### src/rtl/sumsq_arbiter.sv
// Round-robin scheduler sharing one square-and-accumulate pipeline among NREQ streams.
// Each stream keeps its own accumulator and sticky overflow flag, and a tagged result is emitted on its last sample.
module sumsq_arbiter #(
    parameter int NREQ = 4,
    parameter int DW   = 8,
    parameter int AW   = 20,
    localparam int IDW = $clog2(NREQ)
) (
    input  logic               clk,
    input  logic               reset,
    input  logic [NREQ-1:0]    req_valid,
    input  logic [NREQ*DW-1:0] req_data,
    input  logic [NREQ-1:0]    req_last,
    output logic [NREQ-1:0]    req_ready,
    output logic               out_valid,
    input  logic               out_ready,
    output logic [IDW-1:0]     out_id,
    output logic [AW-1:0]      out_data,
    output logic               out_ovf
);

    logic [IDW-1:0]  ptr;
    logic            s1_valid;
    logic [IDW-1:0]  s1_id;
    logic [DW-1:0]   s1_data;
    logic            s1_last;
    logic [AW-1:0]   acc [NREQ];
    logic [NREQ-1:0] ovf;

    logic            stall;
    logic            accept;
    logic            grant_any;
    logic [IDW-1:0]  grant_id;
    logic [NREQ-1:0] grant;
    logic [DW-1:0]   grant_data;
    logic            grant_last;
    logic            s2_run;
    logic            result_load;
    logic [2*DW-1:0] s1_data_ext;
    logic [2*DW-1:0] square;
    logic [AW:0]     sum;

    // First requester at or above ptr, wrapping modulo NREQ.
    always_comb begin
        int unsigned base;
        int unsigned idx;
        logic [IDW-1:0] cand;
        grant      = '0;
        grant_any  = 1'b0;
        grant_id   = '0;
        base       = 32'(ptr);
        idx        = 0;
        cand       = '0;
        for (int unsigned k = 0; k < NREQ; k++) begin
            idx  = (base + k) % NREQ;
            cand = IDW'(idx);
            if (!grant_any && req_valid[cand]) begin
                grant_any   = 1'b1;
                grant_id    = cand;
                grant[cand] = 1'b1;
            end
        end
        grant_data = req_data[grant_id*DW +: DW];
        grant_last = req_last[grant_id];
    end

    assign stall       = s1_valid && s1_last && out_valid && !out_ready;
    assign accept      = grant_any && !stall && !reset;
    assign req_ready   = grant & {NREQ{!stall && !reset}};
    assign s2_run      = s1_valid && !stall;
    assign result_load = s2_run && s1_last;

    assign s1_data_ext = {{DW{1'b0}}, s1_data};
    assign square      = s1_data_ext * s1_data_ext;
    // Bit AW of the sum is the wrap indicator for this accumulation step.
    assign sum         = {1'b0, acc[s1_id]} + {{(AW+1-2*DW){1'b0}}, square};

    always_ff @(posedge clk) begin
        if (reset) begin
            ptr       <= '0;
            s1_valid  <= 1'b0;
            s1_id     <= '0;
            s1_data   <= '0;
            s1_last   <= 1'b0;
            ovf       <= '0;
            out_valid <= 1'b0;
            out_id    <= '0;
            out_data  <= '0;
            out_ovf   <= 1'b0;
            for (int unsigned i = 0; i < NREQ; i++) begin
                acc[i] <= '0;
            end
        end else begin
            if (accept) begin
                ptr      <= (grant_id == IDW'(NREQ-1)) ? '0 : grant_id + 1'b1;
                s1_valid <= 1'b1;
                s1_id    <= grant_id;
                s1_data  <= grant_data;
                s1_last  <= grant_last;
            end else if (!stall) begin
                s1_valid <= 1'b0;
            end

            if (s2_run) begin
                if (!s1_last) begin
                    acc[s1_id] <= sum[AW-1:0];
                    ovf[s1_id] <= ovf[s1_id] | sum[AW];
                end else begin
                    out_data   <= sum[AW-1:0];
                    out_id     <= s1_id;
                    out_ovf    <= ovf[s1_id] | sum[AW];
                    acc[s1_id] <= '0;
                    ovf[s1_id] <= 1'b0;
                end
            end

            if (result_load) begin
                out_valid <= 1'b1;
            end else if (out_ready) begin
                out_valid <= 1'b0;
            end
        end
    end

endmodule

### config.mk
export PLATFORM = sky130hd
export DESIGN_NAME = sumsq_arbiter
export DESIGN_NICKNAME = d
export VERILOG_FILES = /design/src/rtl/sumsq_arbiter.sv
export SDC_FILE = /design/constraint.sdc
export NUM_CORES = 1
export LEC_CHECK = 0
export ABC_AREA = 1
export CORE_ASPECT_RATIO = 2
export CORE_MARGIN = 2
export CORE_UTILIZATION = 35
export DETAILED_ROUTE_END_ITERATION = 12
export GPL_TIMING_DRIVEN = 0
export PLACE_DENSITY_LB_ADDON = 0.1
export SETUP_SLACK_MARGIN = 0.5
export SYNTH_ARGS = -nofsm -noshare
export SYNTH_HDL_FRONTEND = slang
export SYNTH_SLANG_ARGS = --single-unit
### constraint.sdc
create_clock -name clk -period 5.5 [get_ports clk]
set_clock_uncertainty 0.1 [all_clocks]
set_input_delay 0.825 -clock clk [delete_from_list [all_inputs] [get_ports clk]]
set_output_delay 0.825 -clock clk [all_outputs]
set_load 0.01 [all_outputs]
### After elaboration in Yosys (flattened, before gate mapping)

Memories as Yosys holds them, arrays and structs flattened. A register that Yosys moved wholly into a read port is not among the register bits.
Index checks and enable logic that the tools add are counted.

| storage, ports and cells | value |
|---|---|
| word-level logic and storage cells | 121 |
| bits of input ports | 43 |
| output and inout bits | 28 |
| flip-flop bits (word level) | 42 |
| memories kept | 1 |
| RAM bits | 80 |

| operators by class | value |
|---|---|
| reduce and logical (&&, ||, !) cells | 25 |
| bitwise operators | 8 |
| $add $sub $neg | 5 |
| multiplexer cells | 57 |
| $mul | 1 |
| shifts and indexed selects | 1 |
| equal/unequal tests | 2 |
| magnitude comparators | 11 |

Memories:

| memory | words | bits a word | rd ports | clocked after Yosys merged registers in | write ports | line | RTL |
|---|---|---|---|---|---|---|---|
| acc | 4 | 20 | 1 | 1 | 4 | 27 | `logic [AW-1:0] acc [NREQ];` |

Operator list:

| cell | number |
|---|---|
| two-way mux 20 bit | 2 |
| variable part select 32 x 6 -> 8 bit | 1 |
| two-way mux 1 bit | 30 |
| adder 20 x 16 -> 21 bit | 1 |
| two-way mux 4 bit | 5 |
| OR reduction 20 bit | 1 |
| less-than comparator 2 x 3 -> 1 bit (second input constant) | 6 |
| logical AND 1 bit | 16 |
| multiplier 8 x 8 -> 16 bit | 1 |
| two-way mux 2 bit | 8 |
| binary-select mux 1 bit (select 2 bit) | 6 |
| OR 4 bit | 3 |
| demux 1 bit (select 2 bit) | 5 |
| greater-or-equal comparator 2 x 1 -> 1 bit (second input constant) | 5 |
| bitwise AND 4 bit | 2 |
| logical NOT 1 bit | 6 |
| adder 2 x 1 -> 2 bit (second input constant) | 2 |
| adder 2 bit (second input constant) | 2 |
| bitwise mux 4 bit | 1 |
| NOT 4 bit | 1 |
| == test 2 bit (second input constant) | 1 |
| != test 2 x 1 -> 1 bit (second input constant) | 1 |
| OR 1 bit | 2 |
| AND reduction 2 bit | 1 |
| nonzero test 2 bit | 1 |

### Logic depth before layout (Yosys ltp)

Gate-level depths: netlist of run 1.

| depth | value |
|---|---|
| depth after elaboration | 16 |
| mapped depth | 26 |

### Worst setup path after synthesis of run 1

Ideal clock, no wire load.

| timing | value |
|---|---|
| kind | reg-to-reg |
| from | reg with a tool-made name |
| to | mem acc[0][17] (data pin) |
| arrival | 4.526 ns |
| data required time | 5.134 ns |
| cell stages (with the launch flop) | 24 |
| path buffers | 2 |
| setup time | 0.266 ns |
| slack | 0.608 ns |
| path through | dfxtp_1 -> clkbuf_1 -> clkbuf_1 -> o21ai_0 -> o22ai_1 -> fa_1 -> inv_1 -> fa_1 -> fa_1 -> fa_1 -> inv_1 -> ha_1 -> a21oi_1 -> nand2_1 -> a21oi_1 -> o21ai_1 -> nand2_1 -> nand2_1 -> nand2_1 -> nand2_1 -> nand2_1 -> nand2_1 -> nand2_1 -> nor2_1 |

RTL lines:

| what | line |
|---|---|
| end, declared | 27 |

==> run summary, run 1 <==
Routed Antenna Nets: 0
Via Count: 6962
Synthesis-to-layout area growth: 26.6%
Critical path's top delay family: adder cells
Endpoint, Worst Hold: ovf[0]
DRC viols: 0
WHS: 0.374 ns
# diodes: 0
YS warnings: 0
Crit path buffers/inverters: 3
Hold path start: ovf[0]
Crit-path most repeated cell: fa_1
Crit path DAT: 5.03 ns
Yosys top cell area share: 29.0%
WP data required: 5.70 ns
Syn_area_per_cell: 8.24 sq um
Layout Utilization: 45.1%
Post-synthesis compound-gate area fraction: 9.49%
Max Fanout on Critical Path: 10
Endpoints failing hold: 0
Vias in the first global route: 7491
Post-Syn Nets: 1134
Total Routed Length: 26.2 mm
Global Route Usage Sum: 21.8%
Global-route wire length before repair: 40.6 mm
Adder-cell area share of the yosys netlist: 16.3%
Ranking of synthesized cells by area: edfxtp_1 29%, dfxtp_1 11%, fa_1 8.9%
Worst R2R End: acc[2][16]
RSZ-0062 raised after global routing: yes
CTS tree: built
Slew @ Worst Pin: 1.17 ns
R2R cell count: 19
GPL Wtd Cong: 0.853
Layout Nets: 1240
WL/cell: 18.6 microns
Sinks on the clock net: 124
PortBufs: 70
Most frequent cells in the layout: 185 x nand2_1, 159 x inv_1, 148 x nor2_1, 80 x edfxtp_1, 70 x clkdlybuf4s50_1
Inserted Clock Buffers: 17
Register area share after synthesis: 39.6%
Post-synth EDFFs: 80
Site Rows: 79
Clock buffer depth: 2
Gate Count Post-Synth: 1005
DR pass1 iterations: 5
IO Pins: 71
Hold WC Path Type: reg -> reg
Main synth FF type: edfxtp_1
Flop-to-flop setup slack: 0.67 ns
Die area: 0.0250 sq mm
Worst-path clk slew: 0.06 ns
Setup TNS Final: 0 ns
Rel. slew slack: 22.1%
Share of cells above drive strength 1: 14.7%
Die extent in y: 222 microns
Post-Synth XOR/XNOR Area: 1.99%
1st-iter DRT viols: 248
Most common cell after layout, fill and taps aside: nand2_1
Max-Cap Viols: 0
Number of synthesized register bits: 124
Startpoint Class: flop
Final cycle utilization of the critical path: 87.9%
Critical Path Max Stage Delay: 0.56 ns
Cell variety after synth: 51
Post-layout min period: 4.83 ns
Hpwl dp: 20.8 mm
CP endpoint kind: flop
Largest area contributor in the netlist: edfxtp_1
GRT overflow: 0
Die Span X: 113 microns
CP Class: reg -> reg
Outcome: finished, final reports clean
Endpoints failing setup: 0
Core area: 0.0232 sq mm
Cell Area, Synth: 0.00828 sq mm
Initial antenna violation count: 0
Routed vias/inst: 4.95
Max-slew violation count: 0
Initial core utilization: 35.6%
Clock latency at the later pin of the worst-skew pair: 0.44 ns
WHS Path Cells: 2
Pin count of the biggest net entering global routing: 21
Max H-tree Level: 4
Mux cell area share after synthesis: 0%
Worst path slowest cell: fa_1
Simple-gate share of the synthesized area: 22.5%
Crit-path cells: clkbuf_16 -> clkbuf_16 -> a21oi_1 -> a32o_2 -> fa_1 -> fa_1 -> inv_1 -> fa_1 -> fa_1 -> ha_4 -> a21oi_4 -> o21ai_1 -> nand2_1 -> nand3_4 -> a21bo_4 -> or2_4 -> nand2_4 -> nand2_4 -> nor2_1
Root buffer cell: clkbuf_16
Largest family of logic cells by synthesized area: simple AND/OR/NAND/NOR gates
Async set or reset register ratio after synthesis: 0%
# fillers: 2305
Fmax: 0.207 GHz
## cells by family after synthesis
group,count (synthesis)
simple gates,435
flops,124
compound gates,129
fa+ha+maj,86
xor+xnor,18
buf+inv,213
## synth_stat cells (4+ instances only)
master / number
inv_1: 162
xor2_1: 11
fa_1: 37
ha_1: 49
a21oi_1: 32
nand2_1: 197
dfxtp_1: 44
clkbuf_1: 32
a32o_1: 7
xnor2_1: 6
o21bai_1: 4
nand2_2: 9
edfxtp_1: 80
nor2_1: 151
nand2_4: 5
nor3_1: 6
nor3_2: 5
o22ai_1: 13
inv_2: 7
nand3_1: 52
o21ai_0: 49
## worst min-delay path: stages, from the launching register on
cell and delay (ns):
dfxtp_1 0.31, nand3_1 0.07, nand2_1 0.05
## worst max path at each step
stage          startpoint    endpoint  slack (ns)  depth (start not counted)
2_1_floorplan        flop  acc[0][17]        0.61                         23
3_3_place_gp         flop  acc[2][15]       -0.83                         21
3_5_place_dp         flop  acc[2][15]       -0.84                         21
4_1_cts              flop  acc[2][16]        0.51                         22
5_1_grt              flop  acc[2][17]        0.48                         24
6_report             flop  acc[2][16]        0.67                         19
## per-layer routing
metal	share of wire [%]	routed length (microns)	vias to the layer above	GRT usage (%)
met5	0	0	-	0
met4	3.9	1020	0	10.4
met3	2.5	646	46	3.39
met2	61	16000	130	45.5
met1	33	8510	3371	19.2
li1	-	-	3415	-
## area by class of cell
type                    instances  area (sq um)  area share (%)
repair buffers                 87           836            7.97
flip-flops and latches        124          3290            31.4
inverters                     174           668            6.37
multi-input cells             668          4420            42.2
clock inverters                15           170            1.62
plain buffers                  39           319            3.04
clock buffers                  17           425            4.06
well taps                     283           354            3.38
## sequential cells by signal (all words and copies together) (netlist names), named ones only
register and cells:
out_data 20, out_ovf 1, out_valid 1, s1_data 8
s1_valid 1, s1_id 2, out_id 2, ovf 4
acc 80, s1_last 1, ptr 1
## metrics by stage
step / cell area, sq um / instances / setup slack (ns)
floorplan: 8280 / 1005 / 0.608
finish: 10500 / 1407 / 0.667
global route: 10500 / 1407 / 0.485
detailed placement: 9340 / 1358 / -0.843
global placement: 9340 / 1358 / -0.833
CTS: 10300 / 1395 / 0.511
## what timing repair did
item,4_1_cts,5_1_grt
cloned,0,1
hold buffers,0,0
pin swaps,13,32
endpoints found under the setup margin,83,49
buffers inserted,5,11
gates resized for setup,78,41
Power of run 1 is left out: the tool's default activity adds up to more than one toggle a clock period on the data nets, which glitch-free logic cannot reach.
==> inputs of run 2 (changes only) <==
MAX_ROUTING_LAYER = met4   (was unset)
==> run 2 against run 1 <==
  * Critical path depth is the same
  * Worst setup slack lost 0.0021 ns
  * First-iteration DRC count grew 4.4%
==> run summary, run 2 (synthesis results as in run 1) <==
IO Pins: 71
GPL Wtd Cong: 0.866
Global Route Usage Sum: 22.5%
Post-layout min period: 4.83 ns
Synthesis-to-layout area growth: 26.6%
WP data required: 5.70 ns
Inserted Clock Buffers: 17
WL/cell: 18.7 microns
Via Count: 6949
Pin count of the biggest net entering global routing: 21
Rel. slew slack: 23.2%
Core area: 0.0232 sq mm
CP Class: reg -> reg
RSZ-0062 raised after global routing: yes
Slew @ Worst Pin: 1.15 ns
Layout Nets: 1240
Post-route cell area: 0.0105 sq mm
Startpoint Class: flop
Most frequent cells in the layout: 185 x nand2_1, 159 x inv_1, 148 x nor2_1, 80 x edfxtp_1, 70 x clkdlybuf4s50_1
Hold path start: ovf[0]
Most flop-heavy register: acc
Max reg flops: 80
Clock buffer depth: 2
Die extent in y: 222 microns
Flop-to-flop setup slack: 0.67 ns
Die Span X: 113 microns
CTS tree: built
Share of cells above drive strength 1: 14.7%
Site Rows: 79
DP Area: 0.00934 sq mm
1st-iter DRT viols: 259
Final cycle utilization of the critical path: 87.9%
Endpoint, Worst Hold: ovf[0]
Fmax: 0.207 GHz
Hold WC Path Type: reg -> reg
Max-slew violation count: 0
Hpwl dp: 20.8 mm
# fillers: 2306
WHS Path Cells: 2
Sinks on the clock net: 124
Endpoints failing setup: 0
Max H-tree Level: 4
Worst R2R End: acc[2][16]
Global-route wire length before repair: 40.5 mm
Most common cell after layout, fill and taps aside: nand2_1
Outcome: finished, final reports clean
Total Routed Length: 26.2 mm
Crit path DAT: 5.03 ns
GRT overflow: 0
Root buffer cell: clkbuf_16
Initial antenna violation count: 0
Clock latency at the later pin of the worst-skew pair: 0.44 ns
Max-Cap Viols: 0
Initial core utilization: 35.6%
PortBufs: 70
Routed Antenna Nets: 0
Routed vias/inst: 4.94
Endpoints failing hold: 0
Worst-path clk slew: 0.06 ns
Vias in the first global route: 7493
R2R cell count: 19
Max Fanout on Critical Path: 10
# diodes: 0
Top flop regs: acc x80, out_data x20, s1_data x8
Hold Buf Count CTS: 0
CP endpoint kind: flop
DR pass1 iterations: 5
Die area: 0.0250 sq mm
DRC viols: 0
-- run 2: cell type report --
| type | count | area [sq um] | area share [%] |
|---|---|---|---|
| multi-input combinational | 668 | 4420 | 42.2 |
| buffer | 39 | 317 | 3.02 |
| clock inverter | 15 | 170 | 1.62 |
| sequential | 124 | 3290 | 31.4 |
| clock buffer | 17 | 425 | 4.06 |
| timing repair buffer | 87 | 836 | 7.97 |
| tap | 283 | 354 | 3.38 |
| inverter | 174 | 668 | 6.37 |
-- run 2: how the worst max path moves through the flow --
stage / startpoint / end / slack (ns) / cells past startpoint
after floorplan: flop / acc[0][17] / 0.61 / 23
after global placement: flop / acc[2][15] / -0.83 / 21
after detailed placement: flop / acc[2][15] / -0.84 / 21
after CTS: flop / acc[2][16] / 0.51 / 22
after global routing: flop / acc[2][17] / 0.48 / 24
final: flop / acc[2][16] / 0.67 / 19
-- run 2: repair_timing --
item / CTS / global route
setup endpoints to repair: 83 / 49
resized for setup: 78 / 40
pin swaps: 13 / 32
gates cloned: 0 / 1
setup buffers: 5 / 11
-- run 2: critical path: stages, from the launching register on --
cell,delay [ns]
dfxtp_4,0.39
clkbuf_16,0.17
clkbuf_16,0.16
a21oi_1,0.06
a32o_2,0.25
fa_1,0.48
fa_1,0.50
inv_1,0.05
fa_1,0.48
fa_1,0.56
ha_4,0.24
a21oi_4,0.18
o21ai_1,0.09
nand2_1,0.11
nand3_4,0.12
a21bo_4,0.24
or2_4,0.24
nand2_4,0.08
nand2_4,0.06
nor2_1,0.12
-- run 2: stage by stage --
stage / hold slack (ns) / std cells / TNS (ns) / worst slack, ns / util, %
final: 0.374 / 1407 / 0 / 0.665 / 45.1
after global routing: 0.401 / 1407 / 0 / 0.484 / 45.1
after CTS: 0.374 / 1395 / 0 / 0.511 / 44.2
after detailed placement: 0.363 / 1358 / -34.96 / -0.843 / 40.2
after global placement: 0.365 / 1358 / -34.05 / -0.833 / 40.2
after floorplan: 0.348 / 1005 / 0 / 0.608 / -
-- run 2: routing by layer --
metal	global-route usage [%]	wire length (microns)
met5	-	0
met4	11.1	1070
met3	2.79	553
met2	45.5	16100
met1	19.3	8560
Power of run 2 is left out for the same reason.
==> inputs of run 3 (changes only) <==
clock period = 5.32 ns   (was 5.5 ns; I/O delays follow)
==> run 3 against run 2 <==
  * Hold slack gained 0.0015 ns
  * Non-clock buffer count rose by 12
  * Clock-buffer cell count up 1
  * Critical path depth up 4
  * Wire length shrank 0.54%
  * Cell area increased by 1.5%
  * Register-to-register slack lost 0.16 ns
  * Via count is 0.92% lower
  * First-iteration DRC count fell by 1.9%
  * Largest cell class unchanged
  * Highest routed layer unchanged
==> run summary, run 3 (synthesis results as in run 1) <==
Vias in the first global route: 7293
Rel. slew slack: 26.0%
Endpoints failing setup: 0
GPL Wtd Cong: 0.830
Flop-to-flop setup slack: 0.50 ns
R2R cell count: 23
DR pass1 iterations: 5
Die area: 0.0250 sq mm
CP Class: reg -> reg
Most common cell after layout, fill and taps aside: nand2_1
Site Rows: 79
Via Count: 6885
Max reg flops: 80
Total Routed Length: 26.1 mm
Final cycle utilization of the critical path: 90.6%
Max-Cap Viols: 0
Top flop regs: acc x80, out_data x20, s1_data x8
Routed vias/inst: 4.86
Die extent in y: 222 microns
Hold Buf Count CTS: 0
Worst R2R End: acc[2][17]
Share of cells above drive strength 1: 16.9%
FF+latch area: 0.00329 sq mm
Crit path buffers/inverters: 5
Endpoint, Worst Hold: ovf[3]
WHS Path Cells: 2
Area of the multi-input gates: 0.00451 sq mm
# diodes: 0
Most flop-heavy register: acc
Worst-path clk slew: 0.06 ns
# fillers: 2302
Fmax: 0.208 GHz
Hpwl dp: 20.6 mm
IO Pins: 71
Endpoints failing hold: 0
DRC viols: 0
WL/cell: 18.4 microns
Sinks on the clock net: 124
Inserted Clock Buffers: 17
Initial antenna violation count: 0
CP endpoint kind: flop
Max-slew violation count: 0
Outcome: finished, final reports clean
RSZ-0062 raised after global routing: yes
Clock buffer depth: 2
Core area: 0.0232 sq mm
Global Route Usage Sum: 22.2%
1st-iter DRT viols: 254
Clock latency at the later pin of the worst-skew pair: 0.43 ns
Crit-path cells: inv_4 -> clkbuf_16 -> clkbuf_16 -> o21ai_2 -> o22ai_2 -> fa_1 -> inv_1 -> fa_1 -> fa_1 -> fa_1 -> inv_2 -> ha_4 -> nand3_1 -> nand2_2 -> a21oi_4 -> o21ai_4 -> nand2_1 -> nand2_2 -> nand2_2 -> nand3_1 -> nand2_1 -> nand2_2 -> nor2_1
Startpoint Class: flop
Critical Path Max Stage Delay: 0.55 ns
Post-route cell area: 0.0106 sq mm
Global-route wire length before repair: 40.1 mm
DP Area: 0.00934 sq mm
Slew @ Worst Pin: 1.11 ns
Crit path DAT: 4.88 ns
Hold WC Path Type: reg -> reg
Synthesis-to-layout area growth: 28.5%
CP Depth: 23
Root buffer cell: clkbuf_16
Pin count of the biggest net entering global routing: 21
Layout Nets: 1252
GRT overflow: 0
Hold path start: ovf[3]
Critical path's top delay family: adder cells
Routed Antenna Nets: 0
Die Span X: 113 microns
CTS tree: built
Post-layout min period: 4.82 ns
Worst path slowest cell: fa_1
Placed Cells: 1358
Cell Count, Final, Fillers Out: 1418
WP data required: 5.39 ns
PortBufs: 70
Max H-tree Level: 4
Most frequent cells in the layout: 181 x nand2_1, 153 x inv_1, 147 x nor2_1, 80 x edfxtp_1, 70 x clkdlybuf4s50_1
Initial core utilization: 35.6%
Max Fanout on Critical Path: 8
run 3: cell types whose count changed in the layout (fill, tap and decap cells not counted), moves of 5 or more:
cell,before,now
inv_1,159,153
inv_2,9,15
nand2_2,18,23
buf_4,20,30
run 3: through the flow:
stage / setup slack [ns] / TNS (ns) / utilization (%) / hold WS, ns
after floorplan: 0.549 / 0 / - / 0.348
after global placement: -0.663 / -26.02 / 40.2 / 0.363
after detailed placement: -0.659 / -25.74 / 40.2 / 0.366
after CTS: 0.443 / 0 / 44.7 / 0.375
after global routing: 0.330 / 0 / 45.8 / 0.402
final: 0.502 / 0 / 45.8 / 0.375
run 3: layout make-up:
| type | instances | area share (%) |
|---|---|---|
| clock buffer | 18 | 4.03 |
| tap | 283 | 3.33 |
| multi-input combinational | 668 | 42.4 |
| timing repair buffer | 99 | 8.70 |
| sequential | 124 | 30.9 |
| buffer | 39 | 3.12 |
| inverter | 174 | 6.35 |
| clock inverter | 13 | 1.18 |
run 3: tightest hold or removal path: stages, from the launching register on:
cell and delay (ns):
dfxtp_1 0.31, nand3_1 0.07, nand2_1 0.05
run 3: worst max path at each step:
stage / end / slack, ns / from
2_1_floorplan: acc[0][17] / 0.55 / flop
3_3_place_gp: acc[0][15] / -0.66 / flop
3_5_place_dp: acc[0][15] / -0.66 / flop
4_1_cts: acc[0][17] / 0.44 / flop
5_1_grt: acc[2][17] / 0.33 / flop
6_report: acc[2][17] / 0.50 / flop
run 3: repair_timing:
action,4_1_cts,5_1_grt
setup buffers,17,12
hold endpoints to repair,0,0
resized for setup,92,46
pin swaps,27,28
setup endpoints to repair,81,54
run 3: layer usage:
layer	share of wire [%]	wire, microns	up-vias	global-route usage [%]
met5	0	0	-	-
met3	1.9	486	39	2.87
li1	-	-	3423	-
met4	2.7	713	0	8.26
met1	34	8940	3311	20.0
met2	61	16000	112	45.3
Power of run 3 is left out for the same reason.
